==> src/rtl/flit_credit_sender.sv <==
// flit_credit_sender
//   Upstream (writer) end of a per-VC input flit buffer link. Accepts flits
//   from the local output-port logic, enforces credit-based flow control per
//   virtual channel, drives the registered downstream buffer write interface,
//   and checks per-VC packet framing (header / body / tail).
//
// Ports
//   clk           in   1    rising-edge clock
//   reset         in   1    synchronous, active-low reset
//   flit_in       in   Fw   flit from local source (bit Fw-1 header, Fw-2 tail)
//   vc_sel        in   V    one-hot target VC of flit_in
//   flit_valid    in   1    flit_in / vc_sel valid
//   flit_ready    out  1    flit accepted when flit_valid & flit_ready
//   din           out  Fw   flit to downstream buffer (registered)
//   vc_num_wr     out  V    one-hot VC of din (registered)
//   wr_en         out  1    downstream write strobe (registered)
//   credit_in     in   V    credit return, one credit per set bit
//   vc_has_credit out  V    bit i: VC i credit count > 0
//   vc_pkt_active out  V    bit i: VC i is inside a packet
//   proto_err     out  1    sticky framing-violation / credit-overflow flag

module flit_credit_sender #(
    parameter int unsigned V  = 4,
    parameter int unsigned Fw = 32,
    parameter int unsigned B  = 4
) (
    input  logic          clk,
    input  logic          reset,
    input  logic [Fw-1:0] flit_in,
    input  logic [V-1:0]  vc_sel,
    input  logic          flit_valid,
    output logic          flit_ready,
    output logic [Fw-1:0] din,
    output logic [V-1:0]  vc_num_wr,
    output logic          wr_en,
    input  logic [V-1:0]  credit_in,
    output logic [V-1:0]  vc_has_credit,
    output logic [V-1:0]  vc_pkt_active,
    output logic          proto_err
);

    localparam int unsigned CW = $clog2(B + 1);
    localparam logic [CW-1:0] B_CNT = CW'(B);

    typedef enum logic {
        IDLE   = 1'b0,
        ACTIVE = 1'b1
    } vc_state_t;

    vc_state_t     state_q [V];
    vc_state_t     state_d [V];
    logic [CW-1:0] credit_q [V];

    logic          sel_onehot;
    logic          accept;
    logic          hdr;
    logic          tail;
    logic          sel_active;
    logic          drop;
    logic          write;
    logic [V-1:0]  dec;
    logic [V-1:0]  overflow;

    // ------------------------------------------------------------------
    // Handshake and framing decode for the selected VC
    // ------------------------------------------------------------------
    always_comb begin
        hdr        = flit_in[Fw-1];
        tail       = flit_in[Fw-2];
        sel_onehot = (vc_sel != '0) && ((vc_sel & (vc_sel - V'(1))) == '0);
        flit_ready = sel_onehot && ((vc_sel & vc_has_credit) != '0);
        accept     = flit_valid && flit_ready;
        // vc_sel is one-hot whenever accept is high, so this picks one state
        sel_active = (vc_sel & vc_pkt_active) != '0;
        // Framing violations still complete the handshake, but the flit is
        // dropped: no write and no credit consumed.
        drop       = accept && (sel_active ? hdr : !hdr);
        write      = accept && !drop;
        dec        = write ? vc_sel : '0;
    end

    // ------------------------------------------------------------------
    // Per-VC framing FSM: state register
    // ------------------------------------------------------------------
    always_ff @(posedge clk) begin
        for (int unsigned i = 0; i < V; i++) begin
            if (!reset) begin
                state_q[i] <= IDLE;
            end else begin
                state_q[i] <= state_d[i];
            end
        end
    end

    // ------------------------------------------------------------------
    // Per-VC framing FSM: next state (advances only on accept)
    // ------------------------------------------------------------------
    always_comb begin
        for (int unsigned i = 0; i < V; i++) begin
            state_d[i] = state_q[i];
            if (accept && vc_sel[i]) begin
                case (state_q[i])
                    IDLE:    if (hdr && !tail) state_d[i] = ACTIVE;
                    ACTIVE:  if (!hdr && tail) state_d[i] = IDLE;
                    default: state_d[i] = IDLE;
                endcase
            end
        end
    end

    // ------------------------------------------------------------------
    // Per-VC framing FSM and credit status outputs
    // ------------------------------------------------------------------
    always_comb begin
        for (int unsigned i = 0; i < V; i++) begin
            vc_pkt_active[i] = (state_q[i] == ACTIVE);
            vc_has_credit[i] = (credit_q[i] != '0);
        end
    end

    // ------------------------------------------------------------------
    // Credit counters
    // ------------------------------------------------------------------
    always_comb begin
        for (int unsigned i = 0; i < V; i++) begin
            overflow[i] = credit_in[i] && !dec[i] && (credit_q[i] == B_CNT);
        end
    end

    always_ff @(posedge clk) begin
        for (int unsigned i = 0; i < V; i++) begin
            if (!reset) begin
                credit_q[i] <= B_CNT;
            end else begin
                // Simultaneous return and consume cancel out; an overflowing
                // return saturates at B and is flagged via proto_err.
                case ({credit_in[i], dec[i]})
                    2'b10: if (credit_q[i] != B_CNT) credit_q[i] <= credit_q[i] + CW'(1);
                    2'b01: credit_q[i] <= credit_q[i] - CW'(1);
                    default: credit_q[i] <= credit_q[i];
                endcase
            end
        end
    end

    // ------------------------------------------------------------------
    // Registered downstream write interface and sticky error
    // ------------------------------------------------------------------
    always_ff @(posedge clk) begin
        if (!reset) begin
            din       <= '0;
            vc_num_wr <= '0;
            wr_en     <= 1'b0;
            proto_err <= 1'b0;
        end else begin
            wr_en <= write;
            if (write) begin
                din       <= flit_in;
                vc_num_wr <= vc_sel;
            end
            if (drop || (overflow != '0)) begin
                proto_err <= 1'b1;
            end
        end
    end

endmodule

==> config.mk <==
export PLATFORM = sky130hd
export DESIGN_NAME = flit_credit_sender
export DESIGN_NICKNAME = d
export VERILOG_FILES = /design/src/rtl/flit_credit_sender.sv
export SDC_FILE = /design/constraint.sdc
export NUM_CORES = 1
export LEC_CHECK = 0
export BUFFER_PORTS_ARGS = -buffer_cell sky130_fd_sc_hd__buf_2
export CAP_MARGIN = 20
export CORE_MARGIN = 3
export CORE_UTILIZATION = 46
export DETAILED_ROUTE_END_ITERATION = 6
export PLACE_DENSITY = 0.83
export SETUP_SLACK_MARGIN = 0.3
export SLEW_MARGIN = 20
export SYNTH_ARGS = -nofsm -noshare
export SYNTH_HDL_FRONTEND = slang
export SYNTH_SLANG_ARGS = --single-unit
==> constraint.sdc <==
create_clock -name clk -period 3 [get_ports clk]
set_input_delay 0.15 -clock clk [delete_from_list [all_inputs] [get_ports clk]]
set_output_delay 0.15 -clock clk [all_outputs]
set_load 0.02 [all_outputs]
After elaboration in Yosys (flattened, before gate mapping)
Memory sizes are Yosys's and may differ from the RTL's.
Cells that the tools add are included.
Operators by class
  $add $sub $neg: 9
  equality and inequality tests: 16
  muxes and demuxes: 70
  bitwise gates (word level): 23
  reduce and logical (&&, ||, !) cells: 40
Operators with widths (number)
  1-bit 2-to-1 mux: 53
  3-bit 2-to-1 mux: 12
  1-bit logical AND: 19
  1-bit OR: 16
  4-bit nonzero test: 4
  3-bit by 1-bit adder with 3-bit output, second input constant: 4
  4-bit bitwise AND: 3
  3-bit == test, second input constant: 4
  3-bit inequality test, second input constant: 4
  3-bit nonzero test: 4
  3-bit by 1-bit subtractor with 3-bit output, second input constant: 4
  2-bit by 1-bit == test with 1-bit output, second input constant: 4
  2-bit == test, second input constant: 4
  1-bit one-hot mux with 2 select lines: 4
  2-bit OR reduction: 4
  1-bit zero test: 7
  4-bit zero test: 1
  4-bit 2-to-1 mux: 1
  1-bit inverter: 4
  4-bit by 1-bit subtractor with 4-bit output, second input constant: 1
  1-bit logical OR: 1
Storage, ports and cells
  register bits after elaboration: 38
  bits in writable memories: 16
  memories kept: 2
Memory list
  credit_q: words 4, bits a word 3, rd ports 4, clocked after memory_dff 0, write ports 4, RTL line 52  | logic [CW-1:0] credit_q [V];
  state_q: words 4, bits a word 1, rd ports 4, clocked after memory_dff 0, write ports 4, RTL line 50  | vc_state_t state_q [V];

Depth between registers and ports, before layout
  depth in word-level cells: 17
  gate-level depth with buffers: 14
  depth with buffers taken out: 13

Least setup slack after synthesis
No wires, ideal clock.
  path kind: reg-to-reg
  from: mem credit_q[0][0] (netlist name)
  to: mem credit_q[2][2] (netlist name) (data pin)
  arrival time: 2.806 ns
  setup slack: -0.063 ns
  cell stages (with the launch flop): 15
  buffers on the path: 1
  cell sequence: edfxtp_1 > inv_1 > ha_1 > nand2b_1 > a222oi_1 > a211o_1 > buf_4 > or3_4 > inv_1 > ha_1 > nand2_1 > fa_1 > xor2_1 > xnor2_1 > nand2b_1
RTL lines (RTL line)
  start: declaration: 52

==> qor.csv <==
stage;metric;value;unit
global_route;initial antenna violation count;0;
final_layout;nets;480;
synthesis;post-synthesis sequential area ratio;41.6;%
pwr;Pwr Density;448;nW/um^2
timing;fin. max-slew vios;0;
cts;H-Tree Level Count;2;
place;post-place setup slack;0.102;ns
synthesis;Netlist Area Pre-Place;2910;sq um
floorplan;row count;28;
global_route;largest net degree at the start of global routing;54;
status;status;completed;
timing;fin crit period;2.80;ns
setup_path;CP Buf/Inv Count;2;
floorplan;# IOs;90;
cts;CTS clk-pin slew, worst paths;0.11;ns
synthesis;Primary FF master, synth;dfxtp_1;
setup_path;worst reg2reg path depth;13;
cts;Clk Tree Root Cell;clkbuf_8;
setup_path;crit-path max cell delay;0.40;ns
setup_path;register-to-register setup slack;0.20;ns
route;ANT nets after route;0;
synthesis;YS warnings;0;
timing;final setup skew;0.00653;ns
timing;Worst slew margin;59.1;%
timing;RSZ-0062 raised after global routing;yes;
floorplan;core area;6030;sq um
route;Routed WL;7220;microns
floorplan;chip height;85.5;microns
route;drt drc;0;
timing;Max Clock Freq;357;MHz
setup_path;WS Path Type;reg2reg;
final_layout;Diodes inserted;0;
cts;Longest Clk Path Bufs;2;
timing;fin worst setup slack;0.202;ns
worst_hold_path;hold depth;3;
setup_path;number of cells on the critical path;13;
cts;clk sinks;54;
setup_path;Crit. Startpoint;credit_q[1][0]$_DFFE_PP_;
route;DRT iter0 DRCs;128;
floorplan;Die Wd;85.5;microns
cts;CTS Buf Count;5;
final_layout;Design Area, Final;3780;sq um
synthesis;syn nets;380;
setup_path;CP Data Required Time;3.08;ns
synthesis;Post-synth EDFFs;13;
place;I/O Buffers;89;
setup_path;worst reg2reg path startpoint;credit_q[1][0]$_DFFE_PP_;
setup_path;critical-path cell list;inv_2 -> ha_4 -> nand2b_4 -> a222oi_1 -> a211o_1 -> or3_4 -> inv_2 -> ha_4 -> nand2_4 -> fa_2 -> xor2_2 -> xnor2_1 -> nand2b_1;
final_layout;share of cells above drive strength 1;36.4;%
setup_path;Crit. End Element;flop;
job;number of max-cap violations;0;
global_route;first-pass GRT wire length;11400;microns
pwr;peak supply drop;0.311;mV
place;post-detailed-placement half-perimeter wirelength;5080;microns
timing;setup TNS;0;ns
setup_path;worst-path fanout max;5;
setup_path;CP Launch Type;flop;
setup_path;Critical Path Slowest Stage Cell;or3_4;
timing;Slew @ Worst Pin;0.614;ns
final_layout;Syn-to-layout area delta;29.9;%
timing;Hold Violations, Final;0;
place;dpl cell area;3440;sq um
worst_hold_path;Worst Hold Class;in2reg;
route;vias per cell;5.31;
floorplan;full die area;7320;sq um
global_route;met1 Use GR;21.9;%
global_route;GRT Total Usage;19.1;%
timing;Final Setup Violations;0;
final_layout;final core utilization;62.7;%
setup_path;delay-heaviest family, CP;adder cells;
synthesis;Synth area leaders;dfxtp_1 (28%), edfxtp_1 (13%), mux2i_1 (11%);
cts;CTS tree;done;
global_route;met3 Usage GRT;3.36;%
route;first-pass iteration count of the detailed router;4;
cts;CTS hold repair buffers;0;
synthesis;Avg Inst Size Synth;9.12;sq um
global_route;GR Util met2;35.2;%
floorplan;initial core utilization;48.3;%
synthesis;Cells after Synth;319;
timing;period utilisation layout;93.3;%
cts;insertion delay to the later sink of the worst-skew pair;0.32;ns
global_route;vias in the first global route;2599;
place;Final GP Congestion;0.893;
pwr;Pleak;0.00171;uW
route;via count;2629;
setup_path;WP data arrival;2.88;ns
worst_hold_path;hold path start;flit_in[13];
synthesis;Yosys reg bits;54;
synthesis;Yosys top cell by area;dfxtp_1;
global_route;GR peak layer;met2;
global_route;grt ovf;0;
synthesis;post-synth top area share;28.2;%
synthesis;FFs w/ async S/R, synth;0;%
synthesis;post-synth cell types;40;
timing;Fin Hold WS;0.0620;ns
route;WL/cell;14.6;microns
==> power by group <==
group          internal (uW)  leakage, uW  switching (uW)  total (uW)
Clock                    255    0.0000591             267         522
Combinational            157      0.00119             202         358
Sequential               785     0.000457            26.8         812
Total                   1200      0.00171             496        1690
==> repair_timing <==
item                                    4_1_cts  5_1_grt
setup buffers                                11        9
pin swaps                                     7       11
endpoints found under the setup margin       14       17
gates resized for setup                       6       12
==> flip-flops by register name, indices dropped and copies added, names as in the netlist <==
register / count
state_q: 4
din: 32
vc_num_wr: 4
wr_en: 1
proto_err: 1
credit_q: 12
==> Yosys cell counts (5+ instances only) <==
| library cell | count |
|---|---|
| a21oi_1 | 15 |
| ha_1 | 17 |
| nand2_1 | 75 |
| clkbuf_1 | 10 |
| buf_4 | 5 |
| o21ai_0 | 10 |
| mux2i_1 | 31 |
| o311ai_0 | 8 |
| nand3_1 | 8 |
| nand2b_1 | 7 |
| dfxtp_1 | 41 |
| edfxtp_1 | 13 |
| inv_1 | 24 |
==> worst paths after layout <==
kind                             endpoint
max reg2reg  credit_q[2][2]$_SDFFCE_PN1P_
min                  din[13]$_SDFFE_PN0N_
max          credit_q[2][2]$_SDFFCE_PN1P_
min reg2reg          din[13]$_SDFFE_PN0N_
==> layer usage <==
layer / wire length (microns) / vias to the layer above / part of all wire, %
met4: 132 / 0 / 1.8
met3: 290 / 17 / 4.0
met2: 3730 / 69 / 52
met1: 3070 / 1252 / 43
met5: 0 / - / 0
li1: - / 1291 / -
==> per-stage QoR <==
stage / std cells / total power [uW]
after detailed placement: 467 / 1140
after floorplan: 319 / 1050
after global placement: 466 / 1130
after CTS: 486 / 1670
after global routing: 495 / 1770
final: 495 / 1690
==> layout make-up <==
type	instances	area (sq um)
multi-input cells	219	1620
inverters	24	90.1
clock buffers	5	68.8
repair buffers	115	653
clock inverters	3	47.5
well taps	75	93.8
fillers	520	2250
flip-flops and latches	54	1210
==> worst min-delay path: cells and delay by family <==
family | cells | cell delay (ns)
buffers and inverters | 1 | 0.09
and+or+nand+nor | 1 | 0.04
muxes | 1 | 0.05
==> logic make-up (layout without fill, tap and decap cells) <==
logic type | count (synthesis) | after routing | synth area share, %
muxes | 31 | 31 | 10.7
xor gates and xnor gates | 4 | 4 | 1.20
adders and majority gates | 18 | 18 | 8.00
and+or+nand+nor | 121 | 121 | 20.5
buffers and inverters | 46 | 147 | 7.70
DFF | 54 | 54 | 41.6
AOI/OAI and AO/OA | 45 | 45 | 10.3
==> placed cells by master (no fill, tap or decap), types with 3 or more instances in the layout <==
master and count:
a21oi_1 15, buf_2 89, buf_4 25, clkbuf_8 5, dfxtp_1 41, edfxtp_1 13, ha_1 10, ha_4 7
inv_1 17, inv_2 7, mux2i_1 31, nand2_1 74, nand2b_1 4, nand2b_4 3, nand3_1 8, nand4_1 3
nand4b_1 3, nor2_1 4, nor2b_1 3, nor3_1 4, nor3b_1 3, o21ai_0 8, o311ai_0 7, or3_4 4
Power figures use the tool's default switching activity.
